<file path="config.mk">
export PLATFORM = sky130hd
export DESIGN_NAME = nibble_serial_alu_ctrl
export DESIGN_NICKNAME = d
export VERILOG_FILES = /design/src/rtl/alu_pkg.sv /design/src/rtl/adder_4bits.sv /design/src/rtl/nibble_serial_alu_ctrl.sv
export SDC_FILE = /design/constraint.sdc
export NUM_CORES = 1
export LEC_CHECK = 0
export BUFFER_PORTS_ARGS = -buffer_cell sky130_fd_sc_hd__buf_4
export CORE_UTILIZATION = 40
export DETAILED_ROUTE_END_ITERATION = 10
export GPL_TIMING_DRIVEN = 0
export PLACE_DENSITY_LB_ADDON = 0.05
export SETUP_SLACK_MARGIN = 0.2
export SYNTH_ARGS = -nofsm -noshare
export SYNTH_HDL_FRONTEND = slang
export SYNTH_SLANG_ARGS = --single-unit
</file>
<file path="constraint.sdc">
create_clock -name clk -period 4.7 [get_ports clk]
set_input_delay 0.705 -clock clk [delete_from_list [all_inputs] [get_ports clk]]
set_output_delay 0.705 -clock clk [all_outputs]
set_load 0.01 [all_outputs]
</file>
<file path="src/rtl/alu_pkg.sv">
// Shared types and constants for the nibble-serial add/subtract unit.
package alu_pkg;

    localparam int unsigned ALU_NIBBLE_W = 4;

    typedef enum logic [1:0] {
        ST_IDLE = 2'd0,
        ST_RUN  = 2'd1,
        ST_DONE = 2'd2
    } alu_state_e;

endpackage

</file>
<file path="src/rtl/adder_4bits.sv">
// 4-bit carry-lookahead adder slice.
module adder_4bits (
    input  logic [3:0] a,
    input  logic [3:0] b,
    input  logic       ci,
    output logic [3:0] s,
    output logic       co
);

    logic [3:0] g;
    logic [3:0] p;
    logic [4:0] c;

    always_comb begin
        g    = a & b;
        p    = a ^ b;
        c[0] = ci;
        c[1] = g[0] | (p[0] & ci);
        c[2] = g[1] | (p[1] & g[0]) | (p[1] & p[0] & ci);
        c[3] = g[2] | (p[2] & g[1]) | (p[2] & p[1] & g[0]) | (p[2] & p[1] & p[0] & ci);
        c[4] = g[3] | (p[3] & g[2]) | (p[3] & p[2] & g[1]) | (p[3] & p[2] & p[1] & g[0])
             | (p[3] & p[2] & p[1] & p[0] & ci);
        s    = p ^ c[3:0];
        co   = c[4];
    end

endmodule

</file>
<file path="src/rtl/nibble_serial_alu_ctrl.sv">
// Multi-cycle WIDTH-bit add/subtract: one shared 4-bit CLA slice, one nibble per cycle LSB first.
module nibble_serial_alu_ctrl
    import alu_pkg::*;
#(
    parameter int unsigned WIDTH = 32
) (
    input  logic             clk,
    input  logic             rst,
    input  logic             start,
    input  logic             sub,
    input  logic             flush,
    input  logic [WIDTH-1:0] a,
    input  logic [WIDTH-1:0] b,
    output logic             ready,
    output logic             busy,
    output logic             done,
    output logic [WIDTH-1:0] result,
    output logic             cout,
    output logic             overflow,
    output logic             zero
);

    localparam int unsigned NIBBLES = WIDTH / ALU_NIBBLE_W;
    localparam int unsigned IDX_W   = $clog2(NIBBLES);

    alu_state_e       state_q, state_d;
    logic [WIDTH-1:0] op_a_q, op_b_q, result_q, result_nxt;
    logic [IDX_W-1:0] idx_q;
    logic             carry_q, cout_q, ovf_q, zero_q;
    logic [3:0]       nib_a, nib_b, slice_sum;
    logic             slice_co, accept, last;
    int unsigned      base;

    adder_4bits u_slice (
        .a  (nib_a),
        .b  (nib_b),
        .ci (carry_q),
        .s  (slice_sum),
        .co (slice_co)
    );

    // Flush blocks acceptance so an abort never races a new request.
    assign accept = start && !flush && (state_q != ST_RUN);
    assign last   = (idx_q == IDX_W'(NIBBLES - 1));

    always_comb begin
        base       = 32'(idx_q) * ALU_NIBBLE_W;
        nib_a      = op_a_q[base +: ALU_NIBBLE_W];
        nib_b      = op_b_q[base +: ALU_NIBBLE_W];
        result_nxt = result_q;
        result_nxt[base +: ALU_NIBBLE_W] = slice_sum;
    end

    always_comb begin
        state_d = state_q;
        unique case (state_q)
            ST_IDLE: if (accept) state_d = ST_RUN;
            ST_RUN: begin
                if (flush)     state_d = ST_IDLE;
                else if (last) state_d = ST_DONE;
            end
            ST_DONE: state_d = accept ? ST_RUN : ST_IDLE;
            default: state_d = ST_IDLE;
        endcase
    end

    always_ff @(posedge clk or posedge rst) begin
        if (rst) begin
            state_q  <= ST_IDLE;
            op_a_q   <= '0;
            op_b_q   <= '0;
            result_q <= '0;
            idx_q    <= '0;
            carry_q  <= 1'b0;
            cout_q   <= 1'b0;
            ovf_q    <= 1'b0;
            zero_q   <= 1'b0;
        end else begin
            state_q <= state_d;
            if (accept) begin
                op_a_q  <= a;
                op_b_q  <= sub ? ~b : b;
                carry_q <= sub;
                idx_q   <= '0;
            end else if (state_q == ST_RUN && !flush) begin
                result_q <= result_nxt;
                carry_q  <= slice_co;
                idx_q    <= idx_q + 1'b1;
                if (last) begin
                    cout_q <= slice_co;
                    ovf_q  <= (op_a_q[WIDTH-1] == op_b_q[WIDTH-1])
                           && (slice_sum[3] != op_a_q[WIDTH-1]);
                    zero_q <= (result_nxt == '0);
                end
            end
        end
    end

    assign ready    = (state_q != ST_RUN);
    assign busy     = (state_q == ST_RUN);
    assign done     = (state_q == ST_DONE);
    assign result   = result_q;
    assign cout     = cout_q;
    assign overflow = ovf_q;
    assign zero     = zero_q;

endmodule

</file>
==> metrics.md, run 1 <==
| Metric | Value |
|---|---|
| Status | `complete, no violations` |
| DR vias | `3901` |
| Clk Latency, worst-skew pair | `0.35 ns` |
| Initial core utilization | `0.4099` |
| Post-synthesis sequential area ratio | `0.4860` |
| HP Class | `input port to async pin` |
| Core Footprint | `13190 um^2` |
| IR drop worst, VDD | `between 0.0002 and 0.0003 V` |
| Reg2reg start | `idx_q[1]` |
| CP required | `4.95 ns` |
| Synth warn | `0` |
| Post-route clock skew | `between 0.006 and 0.007 ns` |
| Max Transition Viols Final | `0` |
| Placed Cells | `~750` |
| Die H | `118.3 um` |
| Synthesis-to-layout area growth | `24.74%` |
| Clk slew on worst S/H paths | `around 0.070 ns` |
| Fin crit share | `0.8240` |
| Nets | `667` |
| Post-CTS Setup Inserts | `0` |
| # fillers | `1223` |
| R2R Path End | `zero` |
| Max-cap violation count | `0` |
| Post-route antenna net violation count | `0` |
| CTS H-tree lvls | `3` |
| Port Buffers | `104` |
| Fin cells | `around 770` |
| IO Pins | `approximately 110` |
| Slowest CP cell | `xnor2_1` |
| Pleak | `3.032 nW` |
| Startpoint Class | `flip-flop` |
| R2R Setup Slk | `0.83 ns` |
| Critical path class | `flip-flop to flip-flop` |
| Final Hold Fails | `0` |
| Row cnt | `42` |
| Critical Path Max Stage Delay | `0.77 ns` |
| Reg2Reg Depth | `11` |
| Mapped Cells | `472` |
| Worst Path Max Fanout | `10` |
| GRT Util Overall | `0.2053` |
| Fin crit period | `3.873 ns` |
| # setup viols final | `0` |
| CTS sink count | `105` |
| Worst EP arrival | `roughly 4 ns` |
| Synth Area per Inst | `approximately 11 um^2` |
| Post_cts resized | `0` |
| Top delay family on crit path | `XOR/XNOR gates` |
| DRC Markers | `0` |
| Die Wd | `118.3 um` |
| Largest net degree at the start of global routing | `between 60 and 70` |
| Main synth FF type | `dfrtp_1` |
| RSZ-0062 raised after global routing | `false` |
| TritonCTS clock tree | `built` |
| Slew margin rel. | `0.3559` |
| Area leader, netlist | `dfrtp_1` |
| Post-DP HPWL | `9.602 mm` |
| Critical-path cell list | `buf_2 -> buf_2 -> mux4_2 -> nand2_1 -> nand2_1 -> fa_1 -> xnor2_1 -> nand4b_1 -> a21oi_1 -> o2111ai_1 -> o41ai_2` |
| Routed Wire Length | `13.13 mm` |
| Clock tree buffer depth | `2` |
| PwrDens | `around 520 nW/um^2` |
| Post-synth EDFFs | `0` |
| Fin util | `0.5113` |
| Overflow after GRT | `0` |
| Root buffer cell | `clkbuf_16` |
| Pre-antenna DRT Iters | `4` |
| Synthesized Nets | `~550` |
| RePlAce Congestion | `0.8883` |
| Antenna violations before repair | `0` |
| CP Buf/Inv Count | `2` |
| CP endpoint kind | `flip-flop` |
| Via-to-Cell Ratio | `around 5.1` |
| ANT cells | `0` |
| Synth cell types | `52` |
| Mapped Area | `5406 um^2` |
| Synthesized flop and latch total | `approximately 110` |
| Global-route wire length before repair | `between 20 and 25 mm` |
| Share of layout cells above drive strength 1 | `0.3845` |
| Achievable Freq | `0.2582 GHz` |
| Async SR Flop Fraction | `1.000` |
| Top cells by area, synth | `dfrtp_1, mux2_2, mux4_2, xnor2_1, a21oi_1` |
| CTS Buf Count | `9` |
| Die Area | `~14000 um^2` |
| Top cell type's share of synthesized area | `0.4860` |
| Post-CTS Hold Buffers | `0` |
| Vias in the first global route | `4100` |
| Worst-Margin Slew | `between 0.9 and 1 ns` |
| Iter 0 DRT Violations | `192` |
| Routed WL per cell | `17.08 um` |
worst register-to-register path, cell delays in order (launching register included):
cell       delay, ns
dfrtp_1         0.37
buf_2           0.32
buf_2           0.38
mux4_2          0.40
nand2_1         0.09
nand2_1         0.11
fa_1            0.45
xnor2_1         0.77
nand4b_1        0.17
a21oi_1         0.25
o2111ai_1       0.21
o41ai_2         0.24
per-stage QoR:
stage | TNS (ns) | total power, W | hold slack (ns) | cell area [um^2] | worst slack (ns)
after floorplan | 0 | 0.002203 | 0.4751 | 5406 | 1.234
after global placement | -5.978 | 0.002740 | 0.4705 | 6407 | -0.06298
after detailed placement | 0 | 0.002763 | 0.4746 | 6437 | 0.8419
after CTS | 0 | 0.003547 | 0.4210 | 6744 | 0.8029
after global routing | 0 | 0.003747 | 0.4547 | 6744 | 0.5262
final | 0 | 0.003510 | 0.4066 | 6744 | 0.8271
area by class of cell:
class | count | area (um^2) | area share
inverters | 7 | 33.78 | 0.005009
flip-flops and latches | 105 | 2628 | 0.3896
clock inverters | 5 | 53.80 | 0.007978
repair buffers | 105 | 808.3 | 0.1199
well taps | 176 | 220.2 | 0.03265
clock buffers | 11 | 252.7 | 0.03748
plain buffers | 30 | 167.7 | 0.02486
multi-input cells | 330 | 2580 | 0.3826
cells by family after synthesis:
family,count (synthesis),synth area share
AND/OR/NAND/NOR,129,0.1162
multiplexers,76,0.1909
adder cells (fa/ha/maj),10,0.02453
buffers and inverters,37,0.03680
flip-flops,105,0.4860
AO/OA/AOI/OAI,79,0.08725
XOR/XNOR,36,0.05832
power breakdown:
part           leakage (nW)  switching, W  internal (W)
Clock                 0.155      0.000337      0.000440
Sequential             1.28      0.000145       0.00112
Combinational          1.60      0.000807      0.000665
synth_stat cells, types with 5 or more instances:
cell type,count
inv_1,5
clkbuf_1,9
buf_2,14
nor3_1,5
ha_1,9
o21ai_0,14
nor2_1,52
a21oi_1,42
mux2_2,57
dfrtp_1,105
nand2_1,42
xnor2_1,34
mux4_2,16
nor4_1,6
a31oi_1,5
sequential cells by signal, summed over array words and instances, names as in the netlist:
name	count
carry_q	1
cout	1
idx_q	3
op_a_q	32
op_b_q	32
overflow	1
result	32
state_q	2
zero	1
cell usage in the layout, fill, tap and decap left out, types with 4 or more instances in the layout:
cell	instances
buf_4	108
dfrtp_1	105
mux2_2	57
nor2_1	52
nand2_1	42
a21oi_1	42
xnor2_1	34
mux4_2	16
o21ai_0	14
buf_2	14
clkbuf_1	9
ha_1	9
clkbuf_16	9
nor4_1	6
nor3_1	5
a31oi_1	5
inv_1	4
metal layers:
metal,wire length [um],GRT usage,share of wire,vias to the layer above
li1,-,-,-,1893
met1,6074,0.2827,0.46,1886
met2,6283,0.3254,0.48,108
met3,595,0.04006,0.045,14
met4,178,0.06651,0.014,0
met5,0,0,0,-
worst max path at each step:
stage,from,endpoint,slack [ns],depth (start not counted)
final,idx_q[1],zero,0.83,11
after detailed placement,idx_q[1],zero,0.84,11
after global placement,rst,result[20],-0.06,2
after floorplan,rst,carry_q,1.23,1
after global routing,idx_q[1],zero,0.53,11
after CTS,idx_q[1],zero,0.80,11
(Power assumes the default switching activity.)
==> run 2, diff against run 1 <==
Clock period 4.7 ns to 3.7 ns, I/O delays scaled along.
==> metrics.md, run 2 (synthesis results as in run 1) <==
| Metric | Value |
|---|---|
| Status | `complete, no violations (unchanged)` |
| Worst EP arrival | `3.59 ns (was 4.12 ns)` |
| CTS Buf Count | `9 (unchanged)` |
| Critical path class | `flip-flop to flip-flop (unchanged)` |
| Clock tree buffer depth | `2 (unchanged)` |
| # setup viols final | `0 (unchanged)` |
| CTS H-tree lvls | `3 (unchanged)` |
| Die Area | `13990 um^2 (unchanged)` |
| Slew margin rel. | `0.3715 (was 0.3559)` |
| CP required | `3.93 ns (was 4.95 ns)` |
| Initial core utilization | `0.4099 (unchanged)` |
| HP Class | `input port to async pin (unchanged)` |
| Slowest CP cell | `mux4_2 (was xnor2_1)` |
| Share of layout cells above drive strength 1 | `0.3966 (was 0.3845)` |
| Routed Wire Length | `13.27 mm (was 13.13 mm)` |
| Die Wd | `118.3 um (unchanged)` |
| Most frequent cells in the layout | `buf_4, dfrtp_1, mux2_2, nor2_1, nand2_1 (was buf_4, dfrtp_1, mux2_2, nor2_1)` |
| Comb power frac | `0.437 (was 0.419)` |
| Pint | `0.002921 W (was 0.002221 W)` |
| Iter 0 DRT Violations | `197 (was 192)` |
| Post-route antenna net violation count | `0 (unchanged)` |
| Fin util | `0.5165 (was 0.5113)` |
| Sw frac | `0.3657 (was 0.3673)` |
| ANT cells | `0 (unchanged)` |
| Port Buffers | `104 (unchanged)` |
| Clk slew on worst S/H paths | `0.07 ns (about the same)` |
| Clk Latency, worst-skew pair | `0.35 ns (about the same)` |
| Root buffer cell | `clkbuf_16 (unchanged)` |
| Critical-path cell list | `buf_4 -> buf_6 -> mux4_2 -> nand2_1 -> nand2_1 -> fa_2 -> or3b_2 -> nor4_1 -> nor4_1 -> o2111ai_1 -> o41ai_2 (was buf_2 -> buf_2 -> mux4_2 -> nand2_1 -> nand2_1 -> fa_1 -> xnor2_1 -> nand4b_1 -> a21oi_1 -> o2111ai_1 -> o41ai_2)` |
| Overflow after GRT | `0 (unchanged)` |
| Fin crit share | `0.9058 (was 0.8240)` |
| Row cnt | `42 (unchanged)` |
| Max Transition Viols Final | `0 (unchanged)` |
| GRT Util Overall | `0.2056 (was 0.2053)` |
| Startpoint Class | `flip-flop (unchanged)` |
| Achievable Freq | `0.2984 GHz (was 0.2582 GHz)` |
| IO Pins | `107 (unchanged)` |
| Post-route clock skew | `0.005751 ns (was 0.006805 ns)` |
| Pre-antenna DRT Iters | `4 (unchanged)` |
| Pleak | `3.063 nW (was 3.032 nW)` |
| DRC Markers | `0 (unchanged)` |
| Worst-Margin Slew | `0.9361 ns (was 0.9593 ns)` |
| Most common cell after layout, fill and taps aside | `buf_4 (unchanged)` |
| Largest net degree at the start of global routing | `67 (unchanged)` |
| Clock share of power | `0.215 (was 0.221)` |
| Fin crit period | `3.352 ns (was 3.873 ns)` |
| Antenna violations before repair | `0 (unchanged)` |
| Worst Path Max Fanout | `10 (unchanged)` |
| Die H | `118.3 um (unchanged)` |
| Via-to-Cell Ratio | `5.109 (was 5.073)` |
| Core Footprint | `13190 um^2 (unchanged)` |
| RSZ-0062 raised after global routing | `true (was false)` |
| Sequential power share | `0.348 (was 0.359)` |
| Max-cap violation count | `0 (unchanged)` |
| Critical Path Max Stage Delay | `0.56 ns (was 0.77 ns)` |
| Switching pwr | `0.001684 W (was 0.001289 W)` |
| RePlAce Congestion | `0.8883 (unchanged)` |
| TritonCTS clock tree | `built (unchanged)` |
| Routed WL per cell | `17.21 um (was 17.08 um)` |
| PwrDens | `676.0 nW/um^2 (was 520.5 nW/um^2)` |
| Nets | `669 (was 667)` |
| # fillers | `1218 (was 1223)` |
| IR drop worst, VDD | `0.0003713 V (was 0.0002591 V)` |
| CP Buf/Inv Count | `2 (unchanged)` |
| Global-route wire length before repair | `22.11 mm (was 22.10 mm)` |
| CTS sink count | `105 (unchanged)` |
| DR vias | `3939 (was 3901)` |
| Vias in the first global route | `4107 (was 4100)` |
| Total power | `0.004606 W (was 0.003510 W)` |
| CP endpoint kind | `flip-flop (unchanged)` |
| Synthesis-to-layout area growth | `26.01% (was 24.74%)` |
| Post-DP HPWL | `9.602 mm (unchanged)` |
| Final Hold Fails | `0 (unchanged)` |
| Top delay family on crit path | `simple AND/OR/NAND/NOR gates (was XOR/XNOR gates)` |
## run 2: cell count changes in the layout (fill, tap and decap cells not counted), sizes merged
cell      previous run  this run
buf                126       128
clkinv               6         5
clkinvlp             0         1
## run 2: power by group through the flow
stage	Combinational, W	Clock [W]	Sequential (W)
after floorplan	0.00117	0	0.00163
after global placement	0.00187	0	0.00161
after detailed placement	0.00188	0	0.00163
after CTS	0.00197	0.00101	0.00160
after global routing	0.00221	0.00105	0.00164
final	0.00201	0.000992	0.00160
## run 2: path summary, 6_finish.rpt
| kind | depth (start not counted) | startpoint | endpoint | slack [ns] |
|---|---|---|---|---|
| setup reg to reg | 11 | idx_q[0] | zero | 0.35 |
| hold reg to reg | 2 | overflow | overflow | 0.49 |
| setup / recovery | 11 | idx_q[0] | zero | 0.35 |
| min in group clk | 2 | a[1] | op_a_q[1] | 0.43 |
| hold / removal | 2 | rst | op_a_q[10] | 0.26 |
| max in group asynchronous | 3 | rst | result[21] | 2.73 |
## run 2: final cells by class
| cell class | count | area, um^2 | share of cell area |
|---|---|---|---|
| inverter | 7 | 37.54 | 0.005510 |
| tap | 176 | 220.2 | 0.03232 |
| clock inverter | 5 | 53.80 | 0.007897 |
| clock buffer | 11 | 252.7 | 0.03710 |
| multi-input combinational | 330 | 2613 | 0.3835 |
| sequential | 105 | 2628 | 0.3857 |
| timing repair buffer | 107 | 823.3 | 0.1208 |
| buffer | 30 | 185.2 | 0.02718 |
## run 2: worst reg2reg max path: stages (launching register included)
cell and delay, ns:
dfrtp_1 0.39, buf_4 0.19, buf_6 0.20, mux4_2 0.56, nand2_1 0.09, nand2_1 0.11, fa_2 0.56, or3b_2 0.50
nor4_1 0.30, nor4_1 0.09, o2111ai_1 0.14, o41ai_2 0.10
## run 2: timing repair
item / 4_1_cts / 5_1_grt
resized for setup: 6 / 9
hold buffers: 0 / 0
pin swaps: 0 / 2
gates cloned: 0 / 0
setup buffers: 0 / 2
hold endpoints to repair: 0 / 0
setup endpoints to repair: 6 / 4
## run 2: metrics by stage
step	area [um^2]	setup TNS [ns]	setup WS [ns]	hold slack, ns	std cells
2_1_floorplan	5406	0	0.3845	0.4751	472
3_3_place_gp	6407	-95.35	-0.9130	0.4705	752
3_5_place_dp	6437	-0.1581	-0.1581	0.4746	753
4_1_cts	6777	0	0.2346	0.2710	769
5_1_grt	6813	0	0.1410	0.3047	771
6_report	6813	0	0.3484	0.2571	771
## run 2: per-layer routing
metal | track usage | vias up | wire length (um)
met5 | 0 | - | 0
met4 | 0.06651 | 0 | 177
met3 | 0.04006 | 13 | 557
met2 | 0.3261 | 112 | 6322
met1 | 0.2828 | 1920 | 6209
li1 | - | 1894 | -
==> run 3, diff against run 2 <==
Settings changed: SYNTH_HIERARCHICAL set to 1.
==> metrics.md, run 3 <==
| Metric | Value |
|---|---|
| Status | `complete, no violations (unchanged)` |
| Root buffer cell | `clkbuf_16 (unchanged)` |
| Main synth FF type | `dfrtp_1 (unchanged)` |
| Wire length on met3 | `547 um (was 557 um)` |
| Sw frac | `0.3415 (was 0.3657)` |
| Die Area | `13760 um^2 (was 13990 um^2)` |
| PnR worst setup slack | `0.2031 ns (was 0.3484 ns)` |
| Via-to-Cell Ratio | `5.185 (was 5.109)` |
| CTS H-tree lvls | `3 (unchanged)` |
| Startpoint Class | `flip-flop (unchanged)` |
| Sequential power share | `0.346 (was 0.348)` |
| Synth warn | `6 (was 0)` |
| Antenna violations before repair | `0 (unchanged)` |
| Most frequent cells in the layout | `buf_4, dfrtp_1, mux2_2, nand2_1, a21oi_1 (was buf_4, dfrtp_1, mux2_2, nor2_1, nand2_1)` |
| Async SR Flop Fraction | `1.000 (unchanged)` |
| CP endpoint kind | `flip-flop (unchanged)` |
| Max Transition Viols Final | `0 (unchanged)` |
| Worst Path Max Fanout | `8 (was 10)` |
| Core Footprint | `12770 um^2 (was 13190 um^2)` |
| Most frequent cells after synthesis | `dfrtp_1, nand2_1, mux2_2 (was dfrtp_1, mux2_2, nor2_1)` |
| Wl on met1 | `5.822 mm (was 6.209 mm)` |
| Die H | `117.3 um (was 118.3 um)` |
| # fillers | `1156 (was 1218)` |
| Number of cells on the critical path | `14 (was 11)` |
| Post-route clock skew | `0.01066 ns (was 0.005751 ns)` |
| Pint | `0.002768 W (was 0.002921 W)` |
| Mapped Cells | `479 (was 472)` |
| Top delay family on crit path | `compound AO/OA/AOI/OAI gates (was simple AND/OR/NAND/NOR gates)` |
| Routed Wire Length | `13.73 mm (was 13.27 mm)` |
| Highest routed layer | `met4 (unchanged)` |
| Synthesized flop and latch total | `105 (unchanged)` |
| Fin Setup TNS | `0 ns (unchanged)` |
| Synth cell types | `47 (was 52)` |
| Initial core utilization | `0.4162 (was 0.4099)` |
| Top cell type's share of synthesized area | `0.4942 (was 0.4860)` |
| Clk slew on worst S/H paths | `0.06 ns (was 0.07 ns)` |
| Clock tree buffer depth | `2 (unchanged)` |
| Fin crit period | `3.497 ns (was 3.352 ns)` |
| Die Wd | `117.3 um (was 118.3 um)` |
| Synth Area per Inst | `11.10 um^2 (was 11.45 um^2)` |
| Most common cell after layout, fill and taps aside | `buf_4 (unchanged)` |
| Largest net degree at the start of global routing | `55 (was 67)` |
| Critical-path cell list | `buf_12 -> buf_12 -> buf_4 -> mux4_2 -> nand2_2 -> nand2_2 -> ha_4 -> a21o_1 -> a31o_4 -> xor2_4 -> or4_1 -> a31oi_1 -> nand4b_1 -> o31ai_4 (was buf_4 -> buf_6 -> mux4_2 -> nand2_1 -> nand2_1 -> fa_2 -> or3b_2 -> nor4_1 -> nor4_1 -> o2111ai_1 -> o41ai_2)` |
| Post-DP HPWL | `9.688 mm (was 9.602 mm)` |
| # setup viols final | `0 (unchanged)` |
| Worst-Margin Slew | `0.6679 ns (was 0.9361 ns)` |
| Row cnt | `41 (was 42)` |
| CTS Buf Count | `9 (unchanged)` |
| Top cells by area, synth | `dfrtp_1, mux2_2, mux4_2, xnor2_1, a21oi_1 (unchanged)` |
| Post-DP Area | `6357 um^2 (was 6437 um^2)` |
| GRT Util Overall | `0.2164 (was 0.2056)` |
| PwrDens | `602.2 nW/um^2 (was 676.0 nW/um^2)` |
| CP required | `3.96 ns (was 3.93 ns)` |
| Achievable Freq | `0.2860 GHz (was 0.2984 GHz)` |
| Post-synth EDFFs | `0 (unchanged)` |
| Critical Path Max Stage Delay | `0.53 ns (was 0.56 ns)` |
| Post-synthesis sequential area ratio | `0.4942 (was 0.4860)` |
| CP Buf/Inv Count | `3 (was 2)` |
| Overflow after GRT | `0 (unchanged)` |
| Reg2Reg Depth | `14 (was 11)` |
| IR drop worst, VDD | `0.0002835 V (was 0.0003713 V)` |
| Nets | `693 (was 669)` |
| Final Hold Fails | `0 (unchanged)` |
| Post-Layout Inst Area | `6979 um^2 (was 6813 um^2)` |
| DRC Markers | `0 (unchanged)` |
| Post-route antenna net violation count | `0 (unchanged)` |
| Most common cell in the netlist | `dfrtp_1 (unchanged)` |
| Synthesis-to-layout area growth | `31.28% (was 26.01%)` |
| Port Buffers | `105 (was 104)` |
| Vias in the first global route | `4168 (was 4107)` |
| Routed WL per cell | `17.37 um (was 17.21 um)` |
| DR vias | `4096 (was 3939)` |
| Share of layout cells above drive strength 1 | `0.3786 (was 0.3966)` |
| HP Class | `input port to async pin (unchanged)` |
| DR WL met2 | `7.091 mm (was 6.322 mm)` |
| Switching pwr | `0.001435 W (was 0.001684 W)` |
| Slowest CP cell | `mux4_2 (unchanged)` |
| Fin crit share | `0.9451 (was 0.9058)` |
| Max-cap violation count | `0 (unchanged)` |
| Pleak | `3.123 nW (was 3.063 nW)` |
| RePlAce Congestion | `0.8574 (was 0.8883)` |
| RSZ-0062 raised after global routing | `true (unchanged)` |
| Clk Latency, worst-skew pair | `0.36 ns (was 0.35 ns)` |
| Comb power frac | `0.433 (was 0.437)` |
| Post-CTS Hold Buffers | `0 (unchanged)` |
| ANT cells | `0 (unchanged)` |
| WHS | `0.3128 ns (was 0.2571 ns)` |
| Pre-antenna DRT Iters | `4 (unchanged)` |
| Worst EP arrival | `3.76 ns (was 3.59 ns)` |
| Slew margin rel. | `0.5513 (was 0.3715)` |
| Global-route wire length before repair | `21.66 mm (was 22.11 mm)` |
| Clock share of power | `0.222 (was 0.215)` |
| Synthesized Nets | `558 (was 551)` |
| Pre-CTS setup slack | `-0.8087 ns (was -0.1581 ns)` |
| CTS sink count | `105 (unchanged)` |
| IO Pins | `107 (unchanged)` |
| TritonCTS clock tree | `built (unchanged)` |
| Area leader, netlist | `dfrtp_1 (unchanged)` |
| Mapped Area | `5316 um^2 (was 5406 um^2)` |
| Iter 0 DRT Violations | `208 (was 197)` |
| Critical path class | `flip-flop to flip-flop (unchanged)` |
## run 3: cell types whose count changed after synthesis, moves of 4 or more
cell,delta
nand2_1,+9
buf_4,-4
buf_2,-10
nand3_1,+4
inv_1,+12
clkbuf_1,+8
mux2_2,-8
nor2_1,-10
mux2i_1,+4
## run 3: worst reg2reg max path, delay by kind of cell, from the launching register on
family / cells / cell delay [ns]
flip-flops: 1 / 0.40
adder cells (fa/ha/maj): 1 / 0.17
buffers and inverters: 3 / 0.40
multiplexers: 1 / 0.53
AND/OR/NAND/NOR: 4 / 0.85
XOR/XNOR: 1 / 0.19
AO/OA/AOI/OAI: 4 / 0.86
## run 3: cells by family (layout without fill, tap and decap cells)
kind of cell	count (synthesis)	count (layout)	synth area share
xor+xnor	35	35	0.05766
mux	72	72	0.1848
flops	105	105	0.4942
simple gates	136	136	0.1219
compound gates	78	78	0.08378
buf+inv	43	182	0.03271
fa+ha+maj	10	10	0.02495
## run 3: cell type report
class | count | area, um^2 | share of cell area
inverters | 18 | 71.32 | 0.01022
multi-input cells | 331 | 2656 | 0.3806
clock inverters | 3 | 42.54 | 0.006095
repair buffers | 124 | 954.7 | 0.1368
clock buffers | 12 | 236.5 | 0.03388
well taps | 172 | 215.2 | 0.03084
flip-flops and latches | 105 | 2629 | 0.3767
plain buffers | 25 | 173.9 | 0.02492
## run 3: worst paths after layout
kind                       startpoint          to  slack, ns
max                          idx_q[0]        zero       0.20
min                               rst  result[26]       0.31
max reg2reg                  idx_q[0]        zero       0.20
min reg2reg                result[19]  result[19]       0.50
max in group asynchronous         rst    idx_q[0]       2.68
min in group clk                flush  state_q[0]       0.41
## run 3: stage by stage
stage / utilization / power [W] / cells
2_1_floorplan: - / 0.002353 / 479
3_3_place_gp: 0.4953 / 0.002777 / 756
3_5_place_dp: 0.4977 / 0.002805 / 757
4_1_cts: 0.5392 / 0.004088 / 787
5_1_grt: 0.5464 / 0.004442 / 790
6_report: 0.5464 / 0.004203 / 790
## run 3: per-layer routing
metal  vias to the layer above  global-route usage
li1                       1941                   -
met1                      2039              0.2644
met2                        90              0.3733
met3                        26             0.05458
met4                         0             0.07173
met5                         -                   0
## run 3: repair_timing
action	4_1_cts	5_1_grt
buffers inserted	15	3
gates resized for setup	31	12
pin swaps	5	11
setup endpoints to repair	28	1
## run 3: power groups by stage
stage | clock, W | combinational, W | sequential [W]
global placement | 0 | 0.00131 | 0.00147
CTS | 0.000961 | 0.00167 | 0.00145
finish | 0.000932 | 0.00182 | 0.00145
detailed placement | 0 | 0.00133 | 0.00148
floorplan | 0 | 0.000897 | 0.00146
global route | 0.00100 | 0.00196 | 0.00148
